$ cat src/rtl/cmp_pkg.sv
// -----------------------------------------------------------------------------
// cmp_pkg
// Shared definitions for the branch compare stage:
//   - funct3 codes (F3_BEQ .. F3_BGEU)
//   - pipeline state encodings (ST_EMPTY, ST_FULL, ST_SKID)
// -----------------------------------------------------------------------------
package cmp_pkg;

    localparam logic [2:0] F3_BEQ  = 3'b000;
    localparam logic [2:0] F3_BNE  = 3'b001;
    localparam logic [2:0] F3_SLT  = 3'b010;
    localparam logic [2:0] F3_SLTU = 3'b011;
    localparam logic [2:0] F3_BLT  = 3'b100;
    localparam logic [2:0] F3_BGE  = 3'b101;
    localparam logic [2:0] F3_BLTU = 3'b110;
    localparam logic [2:0] F3_BGEU = 3'b111;

    // ST_SKID is only reachable when the skid buffer is built in.
    typedef enum logic [1:0] {
        ST_EMPTY = 2'b00,
        ST_FULL  = 2'b01,
        ST_SKID  = 2'b10
    } state_t;

endpackage

$ cat src/rtl/cmp_core.sv
// -----------------------------------------------------------------------------
// cmp_core
// Combinational signed/unsigned less-than and equality comparator.
// Ports:
//   a, b   in   N  operands
//   lt_s   out  1  signed (two's complement) a < b
//   lt_u   out  1  unsigned a < b
//   eq     out  1  a == b
// -----------------------------------------------------------------------------
module cmp_core #(
    parameter int N = 32
) (
    input  logic [N-1:0] a,
    input  logic [N-1:0] b,
    output logic         lt_s,
    output logic         lt_u,
    output logic         eq
);

    logic sign_diff;
    logic lt_low;

    // One N-1 bit magnitude compare serves both flavours; only the sign
    // bits decide differently when they disagree.
    assign sign_diff = a[N-1] ^ b[N-1];
    assign lt_low    = a[N-2:0] < b[N-2:0];

    // Signs differ: the negative operand (MSB set) is the smaller one.
    assign lt_s = sign_diff ? a[N-1] : lt_low;
    // Unsigned: MSBs differ means the operand with MSB clear is smaller.
    assign lt_u = sign_diff ? b[N-1] : lt_low;
    assign eq   = (a == b);

endmodule

$ cat src/rtl/branch_cmp_stage.sv
// -----------------------------------------------------------------------------
// branch_cmp_stage
// Registered compare stage between register read and branch/writeback.
// Evaluates the funct3 condition on two operands and registers a branch-taken
// flag plus an SLT/SLTU result word, with valid/ready on both sides and
// one-cycle latency.
// Ports:
//   clk_i        in   1      clock, rising edge
//   rst_i        in   1      asynchronous active-high reset
//   in_valid_i   in   1      operand beat valid
//   in_ready_o   out  1      stage can accept a beat
//   a_i, b_i     in   N      operands rs1 / rs2
//   funct3_i     in   3      compare code (see cmp_pkg)
//   tag_i        in   TAG_W  sideband tag, carried unmodified
//   out_valid_o  out  1      result valid
//   out_ready_i  in   1      consumer accepts result
//   taken_o      out  1      branch condition true (0 for SLT/SLTU)
//   result_o     out  N      {0.., lt} for SLT/SLTU, 0 for branch codes
//   tag_o        out  TAG_W  tag of the presented beat
// Configuration:
//   BRANCH_CMP_SKID_EN  registered in_ready_o plus a one-entry skid buffer
//                       (third state ST_SKID). Undefined: two-state stage
//                       with in_ready_o = !out_valid_o || out_ready_i.
// -----------------------------------------------------------------------------
module branch_cmp_stage
    import cmp_pkg::*;
#(
    parameter int N     = 32,
    parameter int TAG_W = 5
) (
    input  logic             clk_i,
    input  logic             rst_i,
    input  logic             in_valid_i,
    output logic             in_ready_o,
    input  logic [N-1:0]     a_i,
    input  logic [N-1:0]     b_i,
    input  logic [2:0]       funct3_i,
    input  logic [TAG_W-1:0] tag_i,
    output logic             out_valid_o,
    input  logic             out_ready_i,
    output logic             taken_o,
    output logic [N-1:0]     result_o,
    output logic [TAG_W-1:0] tag_o
);

    typedef struct packed {
        logic             taken;
        logic [N-1:0]     result;
        logic [TAG_W-1:0] tag;
    } beat_t;

    state_t state_q, state_d;
    beat_t  out_q;
    beat_t  new_beat;
    logic   lt_s, lt_u, eq;
    logic   in_xfer, out_xfer;

    cmp_core #(.N(N)) u_cmp_core (
        .a    (a_i),
        .b    (b_i),
        .lt_s (lt_s),
        .lt_u (lt_u),
        .eq   (eq)
    );

    assign in_xfer  = in_valid_i && in_ready_o;
    assign out_xfer = out_valid_o && out_ready_i;

    // funct3 decode into the beat that would be registered this cycle.
    always_comb begin
        // NOTE: every field gets a default before the case so no path leaves
        // a field unassigned, which would otherwise infer a latch.
        new_beat        = '0;
        new_beat.tag    = tag_i;
        case (funct3_i)
            F3_BEQ:  new_beat.taken  = eq;
            F3_BNE:  new_beat.taken  = !eq;
            F3_SLT:  new_beat.result = {{(N-1){1'b0}}, lt_s};
            F3_SLTU: new_beat.result = {{(N-1){1'b0}}, lt_u};
            F3_BLT:  new_beat.taken  = lt_s;
            F3_BGE:  new_beat.taken  = !lt_s;
            F3_BLTU: new_beat.taken  = lt_u;
            default: new_beat.taken  = !lt_u;   // F3_BGEU
        endcase
    end

`ifdef BRANCH_CMP_SKID_EN

    beat_t skid_q;
    logic  in_ready_q;

    // State register; in_ready_q follows the next state so that the ready
    // output is a plain flop with no path from out_ready_i.
    always_ff @(posedge clk_i or posedge rst_i) begin
        if (rst_i) begin
            state_q    <= ST_EMPTY;
            in_ready_q <= 1'b1;
        end else begin
            // NOTE: state flops use non-blocking assignments so every flop
            // samples pre-edge values regardless of statement order.
            state_q    <= state_d;
            in_ready_q <= (state_d != ST_SKID);
        end
    end

    always_comb begin
        state_d = state_q;
        case (state_q)
            ST_EMPTY: if (in_xfer) state_d = ST_FULL;
            ST_FULL: begin
                if (in_xfer && !out_ready_i)      state_d = ST_SKID;
                else if (out_xfer && !in_xfer)    state_d = ST_EMPTY;
            end
            ST_SKID:  if (out_xfer) state_d = ST_FULL;
            default:  state_d = ST_EMPTY;
        endcase
    end

    // Output and skid registers. A new beat goes straight to the output
    // unless the output is occupied and stalled, in which case it lands in
    // the skid entry and is promoted once the output drains.
    always_ff @(posedge clk_i or posedge rst_i) begin
        if (rst_i) begin
            out_q  <= '0;
            // NOTE: the skid entry is cleared on reset so a stale beat can
            // never be promoted after an in-flight transfer is dropped.
            skid_q <= '0;
        end else begin
            if (in_xfer && (state_q != ST_FULL || out_ready_i))
                out_q <= new_beat;
            else if (state_q == ST_SKID && out_xfer)
                out_q <= skid_q;

            if (in_xfer && state_q == ST_FULL && !out_ready_i)
                skid_q <= new_beat;
        end
    end

    always_comb begin
        out_valid_o = (state_q != ST_EMPTY);
        in_ready_o  = in_ready_q;
        taken_o     = out_q.taken;
        result_o    = out_q.result;
        tag_o       = out_q.tag;
    end

`else

    always_ff @(posedge clk_i or posedge rst_i) begin
        if (rst_i) state_q <= ST_EMPTY;
        else       state_q <= state_d;
    end

    always_comb begin
        state_d = state_q;
        case (state_q)
            ST_EMPTY: if (in_xfer) state_d = ST_FULL;
            ST_FULL:  if (out_xfer && !in_xfer) state_d = ST_EMPTY;
            default:  state_d = ST_EMPTY;
        endcase
    end

    always_ff @(posedge clk_i or posedge rst_i) begin
        if (rst_i)        out_q <= '0;
        else if (in_xfer) out_q <= new_beat;
    end

    always_comb begin
        out_valid_o = (state_q != ST_EMPTY);
        // Accept when empty or when the current result leaves this edge.
        in_ready_o  = !out_valid_o || out_ready_i;
        taken_o     = out_q.taken;
        result_o    = out_q.result;
        tag_o       = out_q.tag;
    end

`endif

endmodule

$ cat config.mk
export PLATFORM = sky130hd
export DESIGN_NAME = branch_cmp_stage
export DESIGN_NICKNAME = d
export VERILOG_FILES = /design/src/rtl/cmp_pkg.sv /design/src/rtl/cmp_core.sv /design/src/rtl/branch_cmp_stage.sv
export SDC_FILE = /design/constraint.sdc
export NUM_CORES = 1
export LEC_CHECK = 0
export ABC_AREA = 1
export BUFFER_PORTS_ARGS = -buffer_cell sky130_fd_sc_hd__buf_2
export CORE_ASPECT_RATIO = 1.1
export CORE_MARGIN = 2
export CORE_UTILIZATION = 25
export DETAILED_ROUTE_END_ITERATION = 8
export GPL_ROUTABILITY_DRIVEN = 0
export GPL_TIMING_DRIVEN = 0
export PLACE_DENSITY = 0.63
export SLEW_MARGIN = 25
export SYNTH_ARGS = -nofsm -noshare
export SYNTH_HDL_FRONTEND = slang
export SYNTH_SLANG_ARGS = --single-unit
$ cat constraint.sdc
create_clock -name clk_i -period 1.2 [get_ports clk_i]
set_input_delay 0.36 -clock clk_i [delete_from_list [all_inputs] [get_ports clk_i]]
set_output_delay 0.36 -clock clk_i [all_outputs]
set_load 0.1 [all_outputs]
==> results_dict.tcl <==
set metrics [dict create \
    setup_slack_ns -0.3656 \
    ys_ff_latch 8 \
    power_w 0.002342 \
    n_antenna_cell 0 \
    yosysMostFrequentCell "nand2_1" \
    netlist_area_um2 1650 \
    drt_iter0_markers 24 \
    numCtsBuffers 3 \
    cp_slowest_stage_delay_ns 0.28 \
    drive_gt1_share_pct 55.58 \
    grt_max_degree 11 \
    cts_hold_buffers 0 \
    crit_arrival_ns 1.68 \
    synth_edf_count 0 \
    status "finished with violations" \
    overflow 0 \
    synth-xor-area-share_pct 0.5307 \
    yosys.area_share.simple_pct 32.15 \
    drc 0 \
    setup_violations 4 \
    hp-class "input pin to asynchronous set/reset pin" \
    synth-adder-area-share_pct 23.50 \
    drt-pass1-iter-count 4 \
    critPathTopFamily "simple AND/OR/NAND/NOR gates" \
    slew_viol_final 0 \
    finalHoldViolations 0 \
    syn_inst 266 \
    syn_avg_cell_area_um2 6.204 \
    critical_path_peak_fanout 3 \
    initial_core_util_pct 25.48 \
    grt_pass1_vias 1688 \
    synth_compound_area_share_pct 4.852 \
    clock_latency_ns 0.22 \
    finalHoldWorstSlack_ns 0.07041 \
    hpwlAfterDp_um 3586 \
    clockBufferDepth 2 \
    tns_ns -0.8373 \
    drt-total-wl_um 4090 \
    cts.sinks 8 \
    grt_pass1_wl_um 6403 \
    fin_skew_ns 0.003536 \
    min_period_ns 1.566 \
    yosys-top-cells-area "ha_1 24%, nand2_1 20%, buf_4 14%, inv_1 12%, dfrtp_1 12%" \
    ys_seq_area_share_pct 12.13 \
    syn_to_final_growth_pct 84.46 \
    rr_worst_depth 7 \
    yosys_warnings 0 \
    crit_chain "buf_6 > inv_2 > ha_4 > nand2_4 > nor2_4 > nand4_4 > nor2_2 > nand2_1 > nand2_2 > nand2_4 > a21oi_2 > nand2_1 > nand2_1 > nand2_1" \
    fp.dieH_um 89.22 \
    critPathLaunchType "input pin" \
    crit_path_start "b_i[30]" \
    cp.required_ns 1.31 \
    antenna_left 0 \
    clk_pin_slew_ns 0.04 \
    slowest_stage "ha_4" \
    final_area_um2 3044 \
    crit_top_cell "nand2_1" \
    io_pins 116 \
    timing.critical_path.buf_inv 2 \
    h-tree-depth 1 \
    period_share_pct 130.5 \
    antenna_found_initial 0 \
    end_kind "flop" \
    synthArstFlopShare_pct 100.0 \
    pre_cts_ws_ns -0.6798 \
    crit_type "input pin to flop" \
    yosysTopAreaCellShare_pct 23.50 \
    port_buffers 84 \
    final_net_count 494 \
    rows 31 \
    wl_per_cell_um 8.758 \
    r2r-start "state_q[0]$_DFFE_PP0P_" \
    core_um2 6477 \
    cts_root_buf "clkbuf_8" \
    die_area_um2 7268 \
    fmax_mhz 638.7 \
    synthMuxAreaShare_pct 0 \
    synth_top_family_by_area "simple AND/OR/NAND/NOR gates" \
    synth_largest_area_cell "ha_1" \
    power_per_cell_area_nw_per_um2 769.4 \
    synth_ff_type "dfrtp_1" \
    crit_cells 14 \
    ir_worst_vdd_v 0.0008566 \
    vias 1811 \
    maxCapViolations 0 \
    p_leak_nw 1.632 \
    violations "negative setup slack" \
    grt_setup_unrepaired "true" \
    synth_common_cells "86 x nand2_1, 54 x inv_1, 31 x buf_4, 31 x ha_1, 12 x nor2_1" \
    die_x_um 81.47 \
    cts_tree "done" \
    grt.total_usage_pct 10.46 \
    placed_area_um2 2705 \
    synthDistinctLibCells 20 \
    via_per_inst 3.878 \
]
kinds of logic (layout without fill, tap and decap cells):
logic type               after synthesis  in the layout
AO/OA/AOI/OAI                         14             14
buffers and inverters                 86            175
AND/OR/NAND/NOR                      125            125
adder cells (fa/ha/maj)               31             31
XOR/XNOR                               1              1
other                                  1             31
flip-flops                             8              8
worst reg2reg max path, stage by stage, from the launching register on:
cell and delay, ns:
dfrtp_4 0.51, nand2_8 0.08, buf_4 0.10, buf_4 0.13, nand2_8 0.08, nor3_1 0.13
nand2_1 0.07, nand2_1 0.05
metal layers:
layer	global-route usage, %	up-vias	share of wire, %
met5	0	-	0
met4	0.4622	0	0
met3	1.414	0	8.3
met2	20.34	58	52
met1	12.69	762	40
li1	-	991	-
cell usage in the layout, fill, tap and decap left out, drive strengths merged:
cell type	count
nand3	8
inv	55
a21oi	13
clkbuf	3
nor3	6
nand4	6
ha	31
conb	31
or2	1
a21o	1
nand2	89
buf	117
dfrtp	8
nor2	15
xnor2	1
registers in the layout (all words and copies together), names as in the netlist:
name,count
result_o,1
taken_o,1
tag_o,5
state_q,1
area by class of cell:
| type | count | area (um^2) |
|---|---|---|
| Timing Repair Buffer | 86 | 613.1 |
| Fill cell | 655 | 3433 |
| Clock buffer | 3 | 41.29 |
| Multi-Input combinational cell | 202 | 1595 |
| Sequential cell | 8 | 212.7 |
| Tap cell | 82 | 102.6 |
| Inverter | 55 | 246.5 |
| Buffer | 31 | 232.7 |
where the power goes:
| part | switching (W) | total, W | internal, W |
|---|---|---|---|
| Clock | 0.0000944 | 0.000311 | 0.000216 |
| Sequential | 0.0000280 | 0.000340 | 0.000312 |
| Combinational | 0.00112 | 0.00169 | 0.000569 |
| Total | 0.00124 | 0.00234 | 0.00110 |
repair_timing:
action	CTS	global route
setup endpoints to repair	11	5
cloned	0	0
pin swaps	18	36
setup buffers	1	1
gates resized for setup	33	34
metrics by stage:
step                      instances  utilization, %
after detailed placement        462           41.76
after floorplan                 296               -
after global routing            467           47.00
after CTS                       466           44.37
final                           467           47.00
after global placement          462           41.76
path summary, 6_finish.rpt:
kind / slack (ns) / to
min: 0.07 / tag_o[0]$_DFFE_PP0P_
max in group asynchronous: 0.87 / state_q[0]$_DFFE_PP0P_
max reg2reg: -0.01 / result_o[0]$_DFFE_PP0P_
min in group clk_i: 0.33 / tag_o[4]$_DFFE_PP0P_
min reg2reg: 0.50 / tag_o[1]$_DFFE_PP0P_
max: -0.37 / taken_o$_DFFE_PP0P_
(Power assumes the default switching activity.)
